**src/rtl/reg_bank_wr_pkg.sv**
```systemverilog
// Shared types and sizing for the RV32E register bank write side.
// The state encoding is fixed because the hazard unit decodes pend_valid from it.
package reg_bank_wr_pkg;
   localparam int XLEN = 32;
   localparam int AW   = 4;
   localparam int NREG = 2 ** AW;
   localparam int CW   = 16;

   localparam logic [AW-1:0] REG_ZERO = 4'h0;

   typedef enum logic {
      IDLE = 1'b0,
      HELD = 1'b1
   } state_e;
endpackage

```
**src/rtl/reg_bank_wr_if.sv**
```systemverilog
// Write-back buses, hold-buffer status and parallel register outputs of the bank.
// master = pipeline / bench side, slave = reg_bank_wr.
interface reg_bank_wr_if;
   import reg_bank_wr_pkg::*;

   logic            ld_valid;
   logic [AW-1:0]   ld_addr;
   logic [XLEN-1:0] ld_data;
   logic            wb_valid;
   logic [AW-1:0]   wb_addr;
   logic [XLEN-1:0] wb_data;
   logic            wb_ready;
   logic            pend_valid;
   logic [AW-1:0]   pend_addr;
   logic [CW-1:0]   wr_count;
   logic [XLEN-1:0] q0, q1, q2, q3, q4, q5, q6, q7;
   logic [XLEN-1:0] q8, q9, q10, q11, q12, q13, q14, q15;

   modport master (
      output ld_valid, ld_addr, ld_data, wb_valid, wb_addr, wb_data,
      input  wb_ready, pend_valid, pend_addr, wr_count,
      input  q0, q1, q2, q3, q4, q5, q6, q7,
      input  q8, q9, q10, q11, q12, q13, q14, q15
   );

   modport slave (
      input  ld_valid, ld_addr, ld_data, wb_valid, wb_addr, wb_data,
      output wb_ready, pend_valid, pend_addr, wr_count,
      output q0, q1, q2, q3, q4, q5, q6, q7,
      output q8, q9, q10, q11, q12, q13, q14, q15
   );
endinterface

```
**src/rtl/reg_wr_decoder.sv**
```systemverilog
// Register write-enable decoder: address to one-hot, gated by en_i.
// Bit 0 is never set so x0 can never be written.
module reg_wr_decoder
   import reg_bank_wr_pkg::*;
(
   input  logic            en_i,
   input  logic [AW-1:0]   addr_i,
   output logic [NREG-1:0] onehot_o
);
   always_comb begin
      onehot_o = '0;
      if (en_i) begin
         onehot_o[addr_i] = 1'b1;
      end
      onehot_o[REG_ZERO] = 1'b0;
   end
endmodule

```
**src/rtl/reg_bank_wr.sv**
```systemverilog
// RV32E register bank write side: merges never-stalled loads with ALU write-back,
// parking a colliding ALU result in a 1-entry hold buffer; one regfile write per cycle.
module reg_bank_wr
   import reg_bank_wr_pkg::*;
(
   input  logic         clk,
   input  logic         rst,
   reg_bank_wr_if.slave bus
);
   state_e          state_q, state_d;
   logic            wb_ready_q;
   logic [AW-1:0]   hold_addr_q, hold_addr_d;
   logic [XLEN-1:0] hold_data_q, hold_data_d;
   logic [CW-1:0]   wr_count_q, wr_count_d;
   logic [XLEN-1:0] regs_q [1:NREG-1];

   logic            wr_en;
   logic [AW-1:0]   wr_addr;
   logic [XLEN-1:0] wr_data;
   logic [NREG-1:0] wr_onehot;

   // Loads always win the write port; a held ALU result drains only in a load-free cycle,
   // so for a shared destination the (younger) ALU value lands last.
   always_comb begin
      state_d     = state_q;
      hold_addr_d = hold_addr_q;
      hold_data_d = hold_data_q;
      wr_en       = 1'b0;
      wr_addr     = REG_ZERO;
      wr_data     = '0;
      case (state_q)
         IDLE: begin
            if (bus.ld_valid) begin
               wr_en   = 1'b1;
               wr_addr = bus.ld_addr;
               wr_data = bus.ld_data;
               if (bus.wb_valid) begin
                  hold_addr_d = bus.wb_addr;
                  hold_data_d = bus.wb_data;
                  state_d     = HELD;
               end
            end else if (bus.wb_valid) begin
               wr_en   = 1'b1;
               wr_addr = bus.wb_addr;
               wr_data = bus.wb_data;
            end
         end
         HELD: begin
            wr_en = 1'b1;
            if (bus.ld_valid) begin
               wr_addr = bus.ld_addr;
               wr_data = bus.ld_data;
            end else begin
               wr_addr = hold_addr_q;
               wr_data = hold_data_q;
               state_d = IDLE;
            end
         end
      endcase
      wr_count_d = wr_count_q + CW'(|wr_onehot);
   end

   reg_wr_decoder u_dec (
      .en_i     (wr_en),
      .addr_i   (wr_addr),
      .onehot_o (wr_onehot)
   );

   always_ff @(posedge clk) begin
      if (rst) begin
         state_q     <= IDLE;
         wb_ready_q  <= 1'b1;
         hold_addr_q <= REG_ZERO;
         hold_data_q <= '0;
         wr_count_q  <= '0;
         for (int i = 1; i < NREG; i++) begin
            regs_q[i] <= '0;
         end
      end else begin
         state_q     <= state_d;
         wb_ready_q  <= (state_d == IDLE);
         hold_addr_q <= hold_addr_d;
         hold_data_q <= hold_data_d;
         wr_count_q  <= wr_count_d;
         for (int i = 1; i < NREG; i++) begin
            if (wr_onehot[i]) begin
               regs_q[i] <= wr_data;
            end
         end
      end
   end

   assign bus.wb_ready   = wb_ready_q;
   assign bus.pend_valid = (state_q == HELD);
   assign bus.pend_addr  = hold_addr_q;
   assign bus.wr_count   = wr_count_q;

   assign bus.q0  = '0;
   assign bus.q1  = regs_q[1];
   assign bus.q2  = regs_q[2];
   assign bus.q3  = regs_q[3];
   assign bus.q4  = regs_q[4];
   assign bus.q5  = regs_q[5];
   assign bus.q6  = regs_q[6];
   assign bus.q7  = regs_q[7];
   assign bus.q8  = regs_q[8];
   assign bus.q9  = regs_q[9];
   assign bus.q10 = regs_q[10];
   assign bus.q11 = regs_q[11];
   assign bus.q12 = regs_q[12];
   assign bus.q13 = regs_q[13];
   assign bus.q14 = regs_q[14];
   assign bus.q15 = regs_q[15];
endmodule

```
**src/flat_wrapper.sv**
```systemverilog
// flat-port wrapper written by rule: the top's interface ports become plain ports
module reg_bank_wr_flat import reg_bank_wr_pkg::*;
  (clk, rst, bus_ld_valid, bus_ld_addr, bus_ld_data, bus_wb_valid, bus_wb_addr, bus_wb_data, bus_wb_ready, bus_pend_valid, bus_pend_addr, bus_wr_count, bus_q0, bus_q1, bus_q2, bus_q3, bus_q4, bus_q5, bus_q6, bus_q7, bus_q8, bus_q9, bus_q10, bus_q11, bus_q12, bus_q13, bus_q14, bus_q15);
  reg_bank_wr_if bus_i ();
  input  logic clk;
  input  logic rst;
  input wire logic [$bits(bus_i.ld_valid)-1:0] bus_ld_valid;
  input wire logic [$bits(bus_i.ld_addr)-1:0] bus_ld_addr;
  input wire logic [$bits(bus_i.ld_data)-1:0] bus_ld_data;
  input wire logic [$bits(bus_i.wb_valid)-1:0] bus_wb_valid;
  input wire logic [$bits(bus_i.wb_addr)-1:0] bus_wb_addr;
  input wire logic [$bits(bus_i.wb_data)-1:0] bus_wb_data;
  output wire logic [$bits(bus_i.wb_ready)-1:0] bus_wb_ready;
  output wire logic [$bits(bus_i.pend_valid)-1:0] bus_pend_valid;
  output wire logic [$bits(bus_i.pend_addr)-1:0] bus_pend_addr;
  output wire logic [$bits(bus_i.wr_count)-1:0] bus_wr_count;
  output wire logic [$bits(bus_i.q0)-1:0] bus_q0;
  output wire logic [$bits(bus_i.q1)-1:0] bus_q1;
  output wire logic [$bits(bus_i.q2)-1:0] bus_q2;
  output wire logic [$bits(bus_i.q3)-1:0] bus_q3;
  output wire logic [$bits(bus_i.q4)-1:0] bus_q4;
  output wire logic [$bits(bus_i.q5)-1:0] bus_q5;
  output wire logic [$bits(bus_i.q6)-1:0] bus_q6;
  output wire logic [$bits(bus_i.q7)-1:0] bus_q7;
  output wire logic [$bits(bus_i.q8)-1:0] bus_q8;
  output wire logic [$bits(bus_i.q9)-1:0] bus_q9;
  output wire logic [$bits(bus_i.q10)-1:0] bus_q10;
  output wire logic [$bits(bus_i.q11)-1:0] bus_q11;
  output wire logic [$bits(bus_i.q12)-1:0] bus_q12;
  output wire logic [$bits(bus_i.q13)-1:0] bus_q13;
  output wire logic [$bits(bus_i.q14)-1:0] bus_q14;
  output wire logic [$bits(bus_i.q15)-1:0] bus_q15;
  assign bus_i.ld_valid = bus_ld_valid;
  assign bus_i.ld_addr = bus_ld_addr;
  assign bus_i.ld_data = bus_ld_data;
  assign bus_i.wb_valid = bus_wb_valid;
  assign bus_i.wb_addr = bus_wb_addr;
  assign bus_i.wb_data = bus_wb_data;
  assign bus_wb_ready = bus_i.wb_ready;
  assign bus_pend_valid = bus_i.pend_valid;
  assign bus_pend_addr = bus_i.pend_addr;
  assign bus_wr_count = bus_i.wr_count;
  assign bus_q0 = bus_i.q0;
  assign bus_q1 = bus_i.q1;
  assign bus_q2 = bus_i.q2;
  assign bus_q3 = bus_i.q3;
  assign bus_q4 = bus_i.q4;
  assign bus_q5 = bus_i.q5;
  assign bus_q6 = bus_i.q6;
  assign bus_q7 = bus_i.q7;
  assign bus_q8 = bus_i.q8;
  assign bus_q9 = bus_i.q9;
  assign bus_q10 = bus_i.q10;
  assign bus_q11 = bus_i.q11;
  assign bus_q12 = bus_i.q12;
  assign bus_q13 = bus_i.q13;
  assign bus_q14 = bus_i.q14;
  assign bus_q15 = bus_i.q15;
  reg_bank_wr u_core (.clk(clk), .rst(rst), .bus(bus_i));
endmodule
```
**config.mk**
```make
export PLATFORM = sky130hd
export DESIGN_NAME = reg_bank_wr_flat
export DESIGN_NICKNAME = d
export VERILOG_FILES = /design/src/rtl/reg_bank_wr_pkg.sv /design/src/rtl/reg_bank_wr_if.sv /design/src/rtl/reg_wr_decoder.sv /design/src/rtl/reg_bank_wr.sv /design/src/flat_wrapper.sv
export SDC_FILE = /design/constraint.sdc
export NUM_CORES = 1
export LEC_CHECK = 0
export ABC_CLOCK_PERIOD_IN_PS = 11900
export CAP_MARGIN = 20
export CORE_AREA = 4 4 233 235
export DETAILED_ROUTE_END_ITERATION = 8
export DIE_AREA = 0 0 237 239
export DONT_BUFFER_PORTS = 1
export GPL_TIMING_DRIVEN = 0
export SLEW_MARGIN = 20
export SYNTH_ARGS = -nofsm -noshare
export SYNTH_HDL_FRONTEND = slang
export SYNTH_SLANG_ARGS = --single-unit
export TNS_END_PERCENT = 30
```
**constraint.sdc**
```tcl
create_clock -name clk -period 11.9 [get_ports clk]
set_input_delay 1.785 -clock clk [delete_from_list [all_inputs] [get_ports clk]]
set_output_delay 1.785 -clock clk [all_outputs]
set_load 0.005 [all_outputs]
```
# After elaboration in Yosys (flattened, before gate mapping)
# Memories as Yosys holds them, arrays and structs flattened.
# Index checks and enable logic that the tools add are counted.
# word_totals
reg_bits	54
ram_bits	480
in_bits	76
output_inout_bits	534
wordCells	108
memories	1
# mem_list
name	words	width	rd	rd_clocked_by_memory_dff	write_ports	line	source
u_core.regs_q	15	32	15	0	15	reg_bank_wr.sv:15	logic [XLEN-1:0] regs_q [1:NREG-1];
# op_classes
add_sub_neg	1
magnitude_cmp	2
mux	79
bitwise_logic	17
n_reduce_logical	3
# ops
operator	count
32-bit two-way mux	18
32-bit one-hot mux with 2 select lines	1
1-bit two-way mux	52
16-bit by 1-bit adder with 16-bit output	1
16-bit two-way mux	1
1-bit OR	15
15-bit OR reduction	1
4-bit two-way mux	3
4-bit one-hot mux with 2 select lines	1
4-bit by 5-bit < comparator with 1-bit output (second input constant)	1
1-bit demux with 4-bit select	1
4-bit by 1-bit >= comparator with 1-bit output (second input constant)	1
1-bit one-hot mux with 2 select lines	2
3-bit AND reduction	1
1-bit NOT	2
1-bit logical AND	1

# Depth between registers and ports, before layout
# depth
depth_word	12
ltp_mapped	14
mapped_depth_nobuf	10

# Hierarchy
# From an unflattened synthesis, not the netlist that was laid out.
# unflattened
cells_unflattened	1542
hier_area_um2	20975.1
# modules_own_cells
module	instances	cells_per_inst	area_each_um2
reg_bank_wr	1	1518	20858.8
reg_wr_decoder	1	24	116.4

# Least setup slack after synthesis
# No wires, ideal clock.
# synth_timing
path_kind	input -> register
startpoint	input port bus_ld_valid
endpoint	register u_core.regs_q[1][32] (netlist name)
arrival_time_ps	5153
required_time_ps	11430
slack_ps	6277
cell_stages	7
n_path_buf	4
path_cell_list	buf_2 buf_2 a21o_1 o21a_1 buf_2 buf_2 o31ai_1
# synth_rtl
element	line	source
start: declaration	flat_wrapper.sv:7	input wire logic [$bits(bus_i.ld_valid)-1:0] bus_ld_valid;

==> impl_metrics.csv <==
group,metric,value,unit
worst_hold_path,type_of_the_worst_min_delay_path,"reg -> reg",
route,drt_first_iter_violations,1172,
global_route,initial_antenna_violation_count,1,
sta,finalSetupTns,0,ns
setup_path,arrival,4.29,ns
cts,cts.htree.levels,2,
yosys,netlist-cell-type-count,39,
sta,timing.final.hold_violations,0,
place,postPlaceCellArea,0.0215,mm²
pwr,power.density_cell_area,179,mW/mm²
final_layout,commonest_cells_after_routing_fill_and_taps_aside,"sky130_fd_sc_hd__nor2_1, sky130_fd_sc_hd__edfxtp_1, sky130_fd_sc_hd__nand2_1, sky130_fd_sc_hd__a21oi_1, sky130_fd_sc_hd__clkbuf_1",
floorplanning,core.rowCount,84,
final_layout,post_route_cells_drive_above_1_share,0.117,
yosys,post_synth_inst_count,1533,
outcome,outcome,"complete, no violations",
place,hpwl,50500,µm
route,detail_route.drc_violations,0,
final_layout,layout_cell_area_excl_fill,0.0233,mm²
cts,cts-buffers-inserted,53,
floorplanning,die_area,0.0566,mm²
final_layout,most_common_cell_after_layout_fill_and_taps_aside,"sky130_fd_sc_hd__nor2_1",
sta,slew_headroom,0.274,
job,drv.max_cap_violation_count,0,
place,placement.io_buffers,0,
final_layout,finalNetCount,1715,
sta,count_of_endpoints_failing_setup_in_the_final_report,0,
cts,tritoncts_num_sinks,534,
setup_path,cp.required,12.19,ns
place,dpl_worst_slack,7.38,ns
route,wire_per_inst,28.2,µm
cts,cts.clk_slew.worst_paths,0.06,ns
sta,layout_min_cycle_time,4.01,ns
final_layout,num-fill-cells,4614,
floorplanning,core_area,0.0522,mm²
final_layout,synthToLayoutAreaGrowth,16.3,%
setup_path,timing.critical_path.from_type,"input port",
floorplanning,top_level_port_count,610,
global_route,grt_max_degree,33,
route,route.antenna.remaining_nets,0,
floorplanning,die-height,239,µm
sta,clock-skew-final,0.0105,ns
cts,cts.repair.resized,0,
sta,postLayoutSetupSlackWorst,7.89,ns
yosys,netlist_area,0.0200,mm²
setup_path,critPathCaptureType,"register",
final_layout,layout.area.seq,0.0155,mm²
yosys,synth_warnings,0,
route,routed_via_density,5.31,
yosys,synth_edf_count,480,
sta,final.hold.worst_slack,0.455,ns
yosys,synthArstFlopShare,0,
route,route.final.wire_length,66800,µm
cts,clock_tree_from_tritoncts,"done",
yosys,postSynthRegisterBits,534,
route,dr_total_vias,12570,
cts,cts.path.max_buffers,3,
cts,post_cts_setup_repair_buffer_count,0,
route,detail_route.first_pass.iterations,5,
global_route,globalRouteTotalUtil,0.223,
place,gpl.final_weighted_congestion,0.839,
floorplanning,horizontal_die_dimension,237,µm
global_route,grt_pass1_wl,92100,µm
pwr,static-leakage-power,8.44,nW
setup_path,path_max_fanout,17,
cts,cts-hold-fix-buffers,0,
yosys,sequential_element_share_of_the_synthesized_area,0.774,
cts,cts_root_buffer,"sky130_fd_sc_hd__clkbuf_16",
sta,rsz0062_at_grt,"no",
global_route,first_global_vias,12030,
final_layout,inserted_diodes,0,
yosys,syn_avg_cell_area,13.1,µm²
pwr,ir_worst_vdd,0.0872,mV
sta,fmax,250,MHz
sta,tightest_slew,1.09,ns
floorplanning,initial_core_util,0.383,
final_layout,multiInputGateArea,0.00397,mm²
cts,clkLatencyLatePin,0.59,ns
sta,final.period_utilization,0.337,
sta,slew_violations,0,
yosys,ys_dominant_reg_cell,"sky130_fd_sc_hd__edfxtp_1",
setup_path,critical_path_class,"in -> reg",
global_route,grt.overflow.total,0,
==> path summary, 6_finish.rpt <==
path | slack, ns | end | depth (start not counted) | startpoint
setup reg to reg | 8.63 | u_core.regs_q[1][81] | 7 | u_core.bus.pend_valid
hold reg to reg | 0.46 | u_core.hold_data_q[23] | 2 | u_core.hold_data_q[23]
setup / recovery | 7.89 | u_core.regs_q[1][81] | 7 | bus_wb_valid
hold / removal | 0.46 | u_core.hold_data_q[23] | 2 | u_core.hold_data_q[23]
==> layout make-up <==
| class | count | area share |
|---|---|---|
| plain buffers | 151 | 0.0333 |
| clock buffers | 71 | 0.0626 |
| clock inverters | 26 | 0.0142 |
| inverters | 5 | 0.000806 |
| multi-input cells | 874 | 0.170 |
| flip-flops and latches | 534 | 0.666 |
| well taps | 688 | 0.0370 |
| repair buffers | 18 | 0.0163 |
==> Yosys cell counts (2+ instances only) <==
| library cell | count | area (µm²) |
|---|---|---|
| sky130_fd_sc_hd__nor2_1 | 495 | 1860 |
| sky130_fd_sc_hd__edfxtp_1 | 480 | 14400 |
| sky130_fd_sc_hd__nand2_1 | 114 | 428 |
| sky130_fd_sc_hd__a21oi_1 | 108 | 541 |
| sky130_fd_sc_hd__clkbuf_1 | 66 | 248 |
| sky130_fd_sc_hd__dfxtp_1 | 54 | 1080 |
| sky130_fd_sc_hd__buf_2 | 45 | 225 |
| sky130_fd_sc_hd__nand3b_1 | 36 | 270 |
| sky130_fd_sc_hd__buf_4 | 32 | 240 |
| sky130_fd_sc_hd__nand4_1 | 14 | 87.6 |
| sky130_fd_sc_hd__o21ai_0 | 11 | 55.1 |
| sky130_fd_sc_hd__xnor2_1 | 9 | 78.8 |
| sky130_fd_sc_hd__a21o_1 | 7 | 52.6 |
| sky130_fd_sc_hd__nand3_1 | 6 | 30.0 |
| sky130_fd_sc_hd__inv_1 | 5 | 18.8 |
| sky130_fd_sc_hd__nor2b_1 | 5 | 31.3 |
| sky130_fd_sc_hd__buf_1 | 4 | 15.0 |
| sky130_fd_sc_hd__buf_6 | 4 | 45.0 |
| sky130_fd_sc_hd__nor3_1 | 4 | 20.0 |
| sky130_fd_sc_hd__nor4_1 | 4 | 25.0 |
| sky130_fd_sc_hd__nand4b_1 | 3 | 26.3 |
| sky130_fd_sc_hd__or3_1 | 3 | 18.8 |
| sky130_fd_sc_hd__a211oi_1 | 2 | 15.0 |
| sky130_fd_sc_hd__a22o_1 | 2 | 17.5 |
| sky130_fd_sc_hd__and3b_1 | 2 | 17.5 |
| sky130_fd_sc_hd__ha_1 | 2 | 25.0 |
| sky130_fd_sc_hd__nand2b_1 | 2 | 12.5 |
| sky130_fd_sc_hd__o31ai_1 | 2 | 15.0 |
| sky130_fd_sc_hd__xor2_1 | 2 | 17.5 |
==> worst max-delay path, cell delays in order <==
cell	delay (ns)
sky130_fd_sc_hd__buf_2	0.21
sky130_fd_sc_hd__nand3b_1	0.11
sky130_fd_sc_hd__a21oi_1	0.51
sky130_fd_sc_hd__buf_2	0.33
sky130_fd_sc_hd__nand2_1	0.31
sky130_fd_sc_hd__o21ai_4	0.76
sky130_fd_sc_hd__buf_16	0.25
==> state kept, by name (all words and copies together) (netlist names) <==
signal                 cells
u_core.bus.pend_addr       4
u_core.bus.pend_valid      1
u_core.bus.wb_ready        1
u_core.bus.wr_count       16
u_core.hold_data_q        32
u_core.regs_q            480
==> stage by stage <==
step,utilization,std cells,total power [mW]
global placement,0.402,2252,2.47
global route,0.446,2367,4.31
CTS,0.446,2367,4.20
floorplan,-,1564,2.34
detailed placement,0.411,2270,2.49
finish,0.446,2367,4.18
==> cells by family (layout without fill, tap and decap cells) <==
| kind of cell | Yosys count | in the layout | synth area share |
|---|---|---|---|
| and+or+nand+nor | 691 | 691 | 0.142 |
| DFF | 534 | 534 | 0.774 |
| buffers and inverters | 156 | 271 | 0.0396 |
| AOI/OAI and AO/OA | 138 | 138 | 0.0376 |
| xor gates and xnor gates | 11 | 11 | 0.00481 |
| adders and majority gates | 2 | 2 | 0.00125 |
| other | 1 | 32 | 0.000187 |
==> routing by layer <==
layer | wire length (µm) | vias to the layer above | global-route usage
li1 | - | 5429 | -
met3 | 7000 | 100 | 0.0786
met2 | 33400 | 788 | 0.383
met4 | 1550 | 2 | 0.0582
met5 | 13 | - | 0
met1 | 24800 | 6251 | 0.271
==> power by group <==
| group | switching, mW | internal (mW) |
|---|---|---|
| logic | 0.193 | 0.0599 |
| registers | 0.0649 | 2.13 |
| clock network | 0.713 | 1.01 |
| total | 0.971 | 3.21 |
Note: power is estimated with default switching activity, not from simulation.
